<file path="config.mk">
export PLATFORM = sky130hd
export DESIGN_NAME = imem_loader
export DESIGN_NICKNAME = d
export VERILOG_FILES = /design/src/rtl/imem_loader.sv
export SDC_FILE = /design/constraint.sdc
export NUM_CORES = 1
export LEC_CHECK = 0
export BUFFER_PORTS_ARGS = -buffer_cell sky130_fd_sc_hd__buf_2
export CORE_MARGIN = 1
export CORE_UTILIZATION = 50
export DETAILED_ROUTE_END_ITERATION = 7
export PLACE_DENSITY = 0.73
export SKIP_LAST_GASP = 1
export SYNTH_ARGS = -nofsm -noshare
export SYNTH_HDL_FRONTEND = slang
export SYNTH_SLANG_ARGS = --single-unit
</file>
<file path="constraint.sdc">
create_clock -name clk -period 3.3 [get_ports clk]
set_clock_uncertainty 0.05 [all_clocks]
set_input_delay 0.66 -clock clk [delete_from_list [all_inputs] [get_ports clk]]
set_output_delay 0.66 -clock clk [all_outputs]
set_load 0.005 [all_outputs]
</file>
<file path="src/rtl/imem_loader.sv">
// Boot-time instruction memory loader.
// Receives a length-prefixed byte stream, packs little-endian 32-bit words,
// writes them to instruction memory from address 0 and releases the core
// once the trailing checksum matches.
module imem_loader #(
  parameter int unsigned MEM_BYTES = 128,
  parameter int unsigned LEN_W     = 16
) (
  input  logic        clk,
  input  logic        reset,
  input  logic        in_valid,
  input  logic [7:0]  in_data,
  output logic        in_ready,
  input  logic        reload,
  output logic        wr_en,
  output logic [31:0] wr_addr,
  output logic [31:0] wr_data,
  output logic        core_hold,
  output logic        done,
  output logic        err_len,
  output logic        err_csum
);

  typedef enum logic [2:0] {StLen0, StLen1, StData, StCsum, StDone} state_e;

  state_e state_q, state_d;

  logic [LEN_W-1:0] len_q, len_d;
  logic [LEN_W-1:0] count_q, count_d;
  logic [7:0]       sum_q, sum_d;
  logic [31:0]      word_q, word_d;
  logic             wr_en_q, wr_en_d;
  logic [31:0]      wr_addr_q, wr_addr_d;
  logic [31:0]      wr_data_q, wr_data_d;
  logic             hold_q, hold_d;
  logic             done_q, done_d;
  logic             err_len_q, err_len_d;
  logic             err_csum_q, err_csum_d;

  logic             accept;
  logic [LEN_W-1:0] hdr_len;
  logic             last_byte;
  logic [31:0]      merged;
  logic [31:0]      word_addr;

  assign accept    = in_valid && in_ready;
  // Full header length as it stands once the high byte arrives.
  assign hdr_len   = LEN_W'({in_data, len_q[7:0]});
  assign last_byte = (count_q + LEN_W'(1)) == len_q;
  assign word_addr = 32'(count_q) & ~32'd3;

  // Current word buffer with the incoming byte dropped into its lane.
  always_comb begin
    merged = word_q;
    merged[{count_q[1:0], 3'b000} +: 8] = in_data;
  end

  // State register.
  always_ff @(posedge clk) begin
    if (reset) begin
      state_q <= StLen0;
    end else begin
      state_q <= state_d;
    end
  end

  // Next-state logic.
  always_comb begin
    state_d = state_q;
    unique case (state_q)
      StLen0:  if (accept) state_d = StLen1;
      StLen1:  if (accept) state_d = (hdr_len == '0) ? StCsum : StData;
      StData:  if (accept && last_byte) state_d = StCsum;
      StCsum:  if (accept) state_d = StDone;
      StDone:  if (reload) state_d = StLen0;
      default: state_d = StLen0;
    endcase
  end

  // FSM outputs and registered status.
  always_comb begin
    in_ready  = (state_q != StDone);
    wr_en     = wr_en_q;
    wr_addr   = wr_addr_q;
    wr_data   = wr_data_q;
    core_hold = hold_q;
    done      = done_q;
    err_len   = err_len_q;
    err_csum  = err_csum_q;
  end

  // Datapath next-state: header capture, word packing, checksum, status.
  always_comb begin
    len_d      = len_q;
    count_d    = count_q;
    sum_d      = sum_q;
    word_d     = word_q;
    wr_en_d    = 1'b0;
    wr_addr_d  = wr_addr_q;
    wr_data_d  = wr_data_q;
    hold_d     = hold_q;
    done_d     = done_q;
    err_len_d  = err_len_q;
    err_csum_d = err_csum_q;
    unique case (state_q)
      StLen0: begin
        if (accept) len_d = LEN_W'(in_data);
      end
      StLen1: begin
        if (accept) begin
          len_d     = hdr_len;
          err_len_d = 32'(hdr_len) > MEM_BYTES;
        end
      end
      StData: begin
        if (accept) begin
          sum_d   = sum_q + in_data;
          count_d = count_q + LEN_W'(1);
          if (count_q[1:0] == 2'd3 || last_byte) begin
            // Clear the buffer so a short final word has zero upper lanes.
            word_d = '0;
            if (!err_len_q) begin
              wr_en_d   = 1'b1;
              wr_addr_d = word_addr;
              wr_data_d = merged;
            end
          end else begin
            word_d = merged;
          end
        end
      end
      StCsum: begin
        if (accept) begin
          err_csum_d = (in_data != sum_q);
          done_d     = 1'b1;
          hold_d     = err_len_q || (in_data != sum_q);
        end
      end
      StDone: begin
        if (reload) begin
          hold_d     = 1'b1;
          done_d     = 1'b0;
          err_len_d  = 1'b0;
          err_csum_d = 1'b0;
          count_d    = '0;
          sum_d      = '0;
          word_d     = '0;
          len_d      = '0;
        end
      end
      default: ;
    endcase
  end

  // Datapath registers.
  always_ff @(posedge clk) begin
    if (reset) begin
      len_q      <= '0;
      count_q    <= '0;
      sum_q      <= '0;
      word_q     <= '0;
      wr_en_q    <= 1'b0;
      wr_addr_q  <= '0;
      wr_data_q  <= '0;
      hold_q     <= 1'b1;
      done_q     <= 1'b0;
      err_len_q  <= 1'b0;
      err_csum_q <= 1'b0;
    end else begin
      len_q      <= len_d;
      count_q    <= count_d;
      sum_q      <= sum_d;
      word_q     <= word_d;
      wr_en_q    <= wr_en_d;
      wr_addr_q  <= wr_addr_d;
      wr_data_q  <= wr_data_d;
      hold_q     <= hold_d;
      done_q     <= done_d;
      err_len_q  <= err_len_d;
      err_csum_q <= err_csum_d;
    end
  end

endmodule

</file>
* Yosys cells after proc, flatten, opt, wreduce, memory -nomap -nowiden *
Index checks and enable logic that the tools add are counted.

storage, ports and cells
  register bits after elaboration = 126
  input bits = 12
  output and inout port bits = 70
  logic and storage cells = 89

cells by class
  $add $sub $neg = 3
  $lt $le $gt $ge = 1
  equality and inequality tests = 14
  shift-type cells = 2
  mux-type cells = 32
  bitwise logic cells = 5
  reduce and logical (&&, ||, !) cells = 19

operators by type and width
  operator                                               count
  two-way mux 32 bit                                     3
  two-way mux 16 bit                                     4
  one-hot mux 32 bit (2 select lines)                    1
  one-hot mux 16 bit (3 select lines)                    1
  bitwise mux 32 bit                                     1
  one-hot mux 16 bit (2 select lines)                    1
  variable shift 8 x 7 -> 32 bit (first input constant)  1
  variable part select 8 x 7 -> 32 bit                   1
  adder 16 x 1 -> 16 bit (second input constant)         1
  == test 16 bit                                         1
  > comparator 16 x 8 -> 1 bit (second input constant)   1
  logical NOT 16 bit                                     1
  two-way mux 8 bit                                      2
  one-hot mux 8 bit (2 select lines)                     1
  two-way mux 3 bit                                      5
  one-hot mux 3 bit (5 select lines)                     1
  inequality test 2 bit (second input constant)          6
  AND reduction 4 bit                                    3
  AND reduction 3 bit                                    3
  adder 8 bit                                            1
  two-way mux 1 bit                                      8
  inequality test 8 bit                                  1
  one-hot mux 1 bit (2 select lines)                     4
  nonzero test 2 bit                                     4
  other kinds (13)                                       20

* Logic depth before layout (Yosys ltp) *
Gate-level depths: netlist of run 1.

  depth in word-level cells = 6
  depth in mapped cells = 11
  mapped depth without buffers = 10

* Worst setup path after synthesis of run 1 *
OpenSTA, ideal clock, no wires.

  kind = reg-to-reg
  from = register count_q[1]
  to = register wr_data_q[29], in the netlist wr_data[29]
  arrival = 2.540 ns
  setup slack = 0.639 ns
  cell stages (with the launch flop) = 11
  buffers on the path = 2
  period minus slack after synthesis = 2.661 ns
  cell sequence = dfxtp_1 ha_1 buf_2 nand4_2 nor4_2 o221ai_2 nor4_4 a41oi_4 buf_6 or3_1 a21oi_1

between the ends
  word-level cells in the longest chain between the ends = 4
  elaborated cells on any way between the ends = 9

RTL lines
  element                        RTL line  RTL
  from (decl)                    29        logic [LEN_W-1:0] count_q, count_d;
  from (signal assigned)         171       count_q <= count_d;
  adder 16 x 1 -> 16 bit         49        assign last_byte = (count_q + LEN_W'(1)) == len_q;
  == test 16 bit                 49
  logical OR 1 bit               119       if (count_q[1:0] == 2'd3 || last_byte) begin
  AND reduction 4 bit (no line)  -
  to (signal assigned)           176       wr_data_q <= wr_data_d;
  to (decl)                      34        logic [31:0] wr_data_q, wr_data_d;

Several ways; a longest one is shown, not always the timed one.
A chain may end at the register's enable or synchronous reset.

* Worst setup path in the final report of run 1 *
  from = register count_q[1]
  to = register wr_data_q[20], in the netlist wr_data[20]

The elaborated chain is that of the path after synthesis.

==> results of run 1 <==
## kinds of logic after synthesis
logic type	share of synthesized area
other	0.000591
adder cells (fa/ha/maj)	0.0268
XOR/XNOR	0.0359
AO/OA/AOI/OAI	0.234
multiplexers	0.00316
buffers and inverters	0.0862
AND/OR/NAND/NOR	0.216
flip-flops	0.398
## area by class of cell
class	instances	area [um2]	area share
sequential	126	2520	0.342
timing repair buffer	86	515	0.0699
clock inverter	9	158	0.0214
clock buffer	22	474	0.0643
tap	168	210	0.0285
inverter	37	139	0.0188
multi-input combinational	582	3350	0.455
## sequential cells by signal, indices dropped and copies added (netlist names)
name	count
core_hold	1
count_q	16
done	1
err_csum	1
err_len	1
len_q	16
state_q	3
sum_q	8
word_q	32
wr_addr	14
wr_data	32
wr_en	1
## worst max-delay path, cell delays in order, from the launching register on
cell	delay, ps
dfxtp_1	480
ha_1	270
nand4_2	200
nor3_2	390
mux2i_1	130
mux2i_1	360
a41oi_4	390
buf_4	300
o21ai_0	200
a21oi_1	90
## how the worst min path moves through the flow
stage	start	endpoint	slack, ps	cells past startpoint
global placement	word_q[30]$_SDFFE_PP0P_	word_q[30]$_SDFFE_PP0P_	410	2
detailed placement	wr_data[26]$_SDFFE_PP0P_	wr_data[26]$_SDFFE_PP0P_	410	2
global route	wr_data[21]$_SDFFE_PP0P_	wr_data[21]$_SDFFE_PP0P_	450	2
finish	wr_addr[14]$_SDFFE_PP0P_	wr_addr[14]$_SDFFE_PP0P_	420	2
floorplan	word_q[30]$_SDFFE_PP0P_	word_q[30]$_SDFFE_PP0P_	400	2
CTS	wr_data[26]$_SDFFE_PP0P_	wr_data[26]$_SDFFE_PP0P_	420	2
## layer usage
layer,vias up,wire (um)
li1,2923,-
met3,41,1160
met1,2923,7430
met2,232,8000
met5,-,0
met4,0,444
## metrics by stage
| stage | setup slack [ps] | total power, W | hold slack, ps | utilization |
|---|---|---|---|---|
| after floorplan | 639 | 0.00183 | 396 | - |
| after global placement | 458 | 0.00191 | 405 | 0.552 |
| after detailed placement | 273 | 0.00193 | 414 | 0.552 |
| final | 302 | 0.00390 | 424 | 0.604 |
| after global routing | 139 | 0.00402 | 448 | 0.604 |
| after CTS | 268 | 0.00391 | 422 | 0.603 |
## repair_timing
item,in CTS,in global routing
hold endpoints to repair,0,0
setup endpoints to repair,0,2
gates resized for setup,0,1
## power by group through the flow
| stage | registers, W | logic [W] | clock network [W] |
|---|---|---|---|
| 2_1_floorplan | 0.00159 | 0.000244 | 0 |
| 3_3_place_gp | 0.00160 | 0.000317 | 0 |
| 3_5_place_dp | 0.00160 | 0.000328 | 0 |
| 4_1_cts | 0.00157 | 0.000329 | 0.00202 |
| 5_1_grt | 0.00157 | 0.000367 | 0.00208 |
| 6_report | 0.00157 | 0.000335 | 0.00200 |
## layout by cell type, fill, tap and decap left out, drive strengths merged, types with 5 or more instances in the layout
cell type and count:
buf 86, nor2 85, nand3 48, or3 12, xnor2 20, nor4 11, nand2b 5, ha 12
nand2 60, dfxtp 126, xor2 6, a21oi 87, clkbuf 22, a32oi 25, conb 18, a22oi 25
o21ai 88, nor3 17, nand3b 6, nand4 16, inv 37
==> results.py, run 1 <==
metrics = {
    "clock_network": {
        "cts_max_level": 4,
        "cts_tree": "done",
        "cts.path.max_buffers": 2,
        "postCtsSetupBuffers": 0,
        "numCtsBuffers": 17,
        "hold_buffers": 0,
        "clock_sinks": 126,
        "clk_latency_ps": 420,
        "cts-root-buf": "clkbuf_16",
        "clkTransAtPathRegs_ps": 60,
    },
    "power": {
        "p_clk_frac": 0.512,
        "p_per_area_nw_per_um2": 529,
        "pwr-share-comb": 0.086,
        "swShare": 0.239,
        "p_leak_nw": 2.73,
        "seqPwrFrac": 0.402,
        "peakVddDrop_mv": 0.313,
        "p_int_w": 0.00297,
        "power_switching_w": 0.000931,
    },
    "final_layout": {
        "layout-drive-gt1-share": 0.150,
        "n_fill_cell": 1135,
        "fin_cells": 1030,
        "antennaDiodeCount": 0,
        "nets": 875,
        "stdcell_area_um2": 7370,
        "area.growth.synth_to_final_pct": 16.2,
    },
    "critical_path": {
        "critPathMaxFanout": 21,
        "critPathLaunch": "count_q[1]$_SDFFE_PP0P_",
        "r2r_end": "wr_data[20]$_SDFFE_PP0P_",
        "cp_data_required_time_ps": 3520,
        "start_kind": "flip-flop",
        "crit_end": "wr_data[20]$_SDFFE_PP0P_",
        "rrSetupSlack_ps": 300,
        "ff2ff_path_depth": 9,
        "critPathArrivalTime_ps": 3220,
        "r2r_start": "count_q[1]$_SDFFE_PP0P_",
        "crit_path_end_kind": "flip-flop",
        "crit_type": "reg -> reg",
    },
    "synthesis": {
        "synth_top_area_share": 0.398,
        "synth_enable_flop_cells": 0,
        "netlist_instances": 813,
        "synth_area_leader_cell": "dfxtp_1",
        "yosys_warnings": 0,
        "yosys-top-cells-area": "dfxtp_1 40%, o21ai_0 6.9%, a21oi_1 6.8%",
        "synth.cell_area_um2": 6340,
        "ys_seq_area_frac": 0.398,
        "synth_flop_cell": "dfxtp_1",
        "yosysMostFrequentCell": "dfxtp_1",
        "synth_commonest_cells": "126 x dfxtp_1, 87 x o21ai_0, 86 x a21oi_1, 85 x nor2_1, 60 x nand2_1",
        "synth-seq-cells": 126,
        "avgSynthCellArea_um2": 7.80,
        "async_reset_ff_frac": 0,
        "synth.distinct_cells": 57,
    },
    "grt": {
        "use_met2": 0.434,
        "grt.met1_usage": 0.338,
        "antenna_found_initial": 0,
        "grt_pass1_wl_mm": 27.5,
        "grt_remaining_overflow": 0,
        "grt_use_met3": 0.0625,
        "grtUsageTotal": 0.267,
        "grt_max_degree": 69,
        "grt_busiest_layer": "met2",
        "grt_pass1_vias": 5706,
    },
    "floorplan": {
        "io_pins": 82,
        "dieArea_um2": 13100,
        "rows": 40,
        "die_height_um": 115,
        "die_w_um": 115,
        "core-area_um2": 12200,
        "start_util": 0.519,
    },
    "sta": {
        "finalHoldViolCount": 0,
        "slew_viol_final": 0,
        "setup_viol": 0,
        "setup_tns_ps": 0,
        "relSlewSlack": 0.421,
        "final.period_utilization": 0.908,
        "rsz0062_at_grt": "no",
        "finalCriticalPeriod_ps": 3000,
        "max_clock_freq_mhz": 334,
        "max_slew.worst_pin.slew_ps": 861,
    },
    "placed_design": {
        "place_area_um2": 6740,
        "numPlacedInstances": 999,
        "port_buffers": 63,
        "hpwl_mm": 10.9,
        "gp_congestion": 0.954,
    },
    "detailed_routing": {
        "antenna_left": 0,
        "drt-total-wl_mm": 17.0,
        "wl_per_cell_um": 16.5,
        "vias": 6119,
        "drt_iter0_markers": 545,
        "drc": 0,
        "drt_first_pass_iters": 7,
        "viasPerCell": 5.94,
    },
    "run_status": {
        "status": "complete, no violations",
    },
    "worst_hold_path": {
        "hp-class": "reg -> reg",
    },
    "run": {
        "drv_cap": 0,
    },
}
(Power assumes the default switching activity.)
==> run 2: changes to the inputs <==
Settings changed: CAP_MARGIN set to 10, MAX_ROUTING_LAYER set to met4.
==> run 2 against run 1 <==
  * Combinational power hardly changed
  * Final area is 0.98% lower
  * Non-clock buffer count stayed put
  * Via count is 0.67% lower
  * First-iteration DRC count is 10% lower
  * Clock power is 13% lower
  * Worst setup slack better by 47 ps
  * Clock-buffer cell count is 3 lower
  * Maximum frequency is 1.6% higher
==> results.py, run 2 (synthesized netlist as in run 1, its figures left out) <==
metrics = {
    "run": {
        "drv_cap": 0,
    },
    "sta": {
        "final.period_utilization": 0.894,
        "max_slew.worst_pin.slew_ps": 762,
        "relSlewSlack": 0.488,
        "finalCriticalPeriod_ps": 2950,
        "max_clock_freq_mhz": 339,
        "setup_tns_ps": 0,
        "slew_viol_final": 0,
        "setup_ws_ps": 349,
        "setup_viol": 0,
        "rsz0062_at_grt": "no",
        "finalHoldViolCount": 0,
    },
    "critical_path": {
        "critPathLaunch": "count_q[1]$_SDFFE_PP0P_",
        "path_cells": "ha_1, nand4_2, nor3_2, mux2i_1, mux2i_1, a41oi_4, buf_4, o21ai_0, a21oi_1",
        "slowest_delay_ps": 470,
        "r2r_start": "count_q[1]$_SDFFE_PP0P_",
        "start_kind": "flip-flop",
        "path_common_cell": "mux2i_1",
        "critPathArrivalTime_ps": 3180,
        "slowest_stage": "dfxtp_1",
        "rrSetupSlack_ps": 350,
        "crit_path_end_kind": "flip-flop",
        "crit_end": "wr_addr[11]$_SDFFE_PP0P_",
        "critPathMaxFanout": 20,
        "cp_data_required_time_ps": 3530,
        "r2r_end": "wr_addr[11]$_SDFFE_PP0P_",
        "ff2ff_path_depth": 9,
        "crit_type": "reg -> reg",
    },
    "grt": {
        "grt_remaining_overflow": 0,
        "antenna_found_initial": 0,
        "grt_pass1_vias": 5613,
        "grt_pass1_wl_mm": 27.2,
        "grtUsageTotal": 0.274,
        "grt_max_degree": 74,
    },
    "power": {
        "pwr-share-comb": 0.091,
        "seqPwrFrac": 0.429,
        "total_power_w": 0.00365,
        "p_per_area_nw_per_um2": 500,
        "swShare": 0.261,
        "power_switching_w": 0.000954,
        "p_clk_frac": 0.480,
        "p_int_w": 0.00270,
        "peakVddDrop_mv": 0.344,
        "p_leak_nw": 2.69,
    },
    "detailed_routing": {
        "wl_per_cell_um": 16.2,
        "drt_iter0_markers": 488,
        "viasPerCell": 5.90,
        "drt-total-wl_mm": 16.7,
        "drt_first_pass_iters": 5,
        "drc": 0,
        "vias": 6078,
        "antenna_left": 0,
    },
    "clock_network": {
        "cts-root-buf": "clkbuf_16",
        "cts.path.max_buffers": 2,
        "hold_buffers": 0,
        "clkTransAtPathRegs_ps": 60,
        "cts_max_level": 4,
        "clk_latency_ps": 430,
        "numCtsBuffers": 17,
        "clock_sinks": 126,
        "cts_tree": "done",
    },
    "placed_design": {
        "numPlacedInstances": 999,
        "place_area_um2": 6740,
        "place_ws_ps": 311,
        "port_buffers": 63,
        "gp_congestion": 0.959,
        "hpwl_mm": 11.0,
    },
    "final_layout": {
        "layout-drive-gt1-share": 0.152,
        "fin_cells": 1031,
        "stdcell_area_um2": 7300,
        "final_common_cell": "dfxtp_1",
        "nets": 875,
        "n_fill_cell": 1112,
        "antennaDiodeCount": 0,
        "final_cell_mix": "125 x dfxtp_1, 87 x o21ai_0, 85 x a21oi_1",
        "area.growth.synth_to_final_pct": 15.1,
    },
    "worst_hold_path": {
        "hp-class": "reg -> reg",
    },
    "floorplan": {
        "die_w_um": 115,
        "rows": 40,
        "core-area_um2": 12200,
        "start_util": 0.519,
        "io_pins": 82,
        "dieArea_um2": 13100,
        "die_height_um": 115,
    },
    "run_status": {
        "status": "complete, no violations",
    },
}
[run 2: cell count changes in the layout (fill, tap and decap cells not counted), sizes merged]
cell,delta
bufinv,-3
clkbuf,-3
clkinv,+3
clkinvlp,+4
[run 2: layer usage]
layer  share of wire  global-route usage  vias up  routed length, um
met1            0.44               0.338     2880               7340
met3           0.063              0.0598       43               1040
li1                -                   -     2919                  -
met5               0                   -        -                  0
met2            0.47               0.429      236               7800
met4           0.029               0.126        0                488
[run 2: critical path, delay by kind of cell, from the launching register on]
family          cells  cell delay [ps]
mux                 2              490
simple gates        2              580
flops               1              470
fa+ha+maj           1              290
buf+inv             1              310
compound gates      3              620
[run 2: area by class of cell]
class / count / area (um2) / share of cell area
inverters: 37 / 139 / 0.0190
multi-input cells: 582 / 3350 / 0.459
clock buffers: 19 / 443 / 0.0607
clock inverters: 13 / 116 / 0.0159
repair buffers: 86 / 515 / 0.0706
flip-flops and latches: 126 / 2520 / 0.346
well taps: 168 / 210 / 0.0288
[run 2: how the worst min path moves through the flow]
| stage | start | to | cells after the start |
|---|---|---|---|
| 4_1_cts | wr_addr[12]$_SDFFE_PP0P_ | wr_addr[12]$_SDFFE_PP0P_ | 2 |
| 2_1_floorplan | word_q[30]$_SDFFE_PP0P_ | word_q[30]$_SDFFE_PP0P_ | 2 |
| 5_1_grt | word_q[31]$_SDFFE_PP0P_ | word_q[31]$_SDFFE_PP0P_ | 2 |
| 3_3_place_gp | word_q[30]$_SDFFE_PP0P_ | word_q[30]$_SDFFE_PP0P_ | 2 |
| 6_report | wr_addr[12]$_SDFFE_PP0P_ | wr_addr[12]$_SDFFE_PP0P_ | 2 |
| 3_5_place_dp | wr_addr[12]$_SDFFE_PP0P_ | wr_addr[12]$_SDFFE_PP0P_ | 2 |
[run 2: what timing repair did]
action / in CTS / in global routing
setup buffers: 0 / 0
setup endpoints to repair: 0 / 17
gates resized for setup: 0 / 1
[run 2: through the flow]
step	util	hold WS [ps]
3_5_place_dp	0.552	415
3_3_place_gp	0.552	405
6_report	0.598	420
4_1_cts	0.598	423
2_1_floorplan	-	396
5_1_grt	0.598	446
[run 2: power by group through the flow]
stage	logic (W)	registers (W)	clock network, W
6_report	0.000332	0.00157	0.00175
3_5_place_dp	0.000325	0.00160	0
2_1_floorplan	0.000244	0.00159	0
5_1_grt	0.000364	0.00157	0.00184
3_3_place_gp	0.000314	0.00160	0
4_1_cts	0.000328	0.00156	0.00178
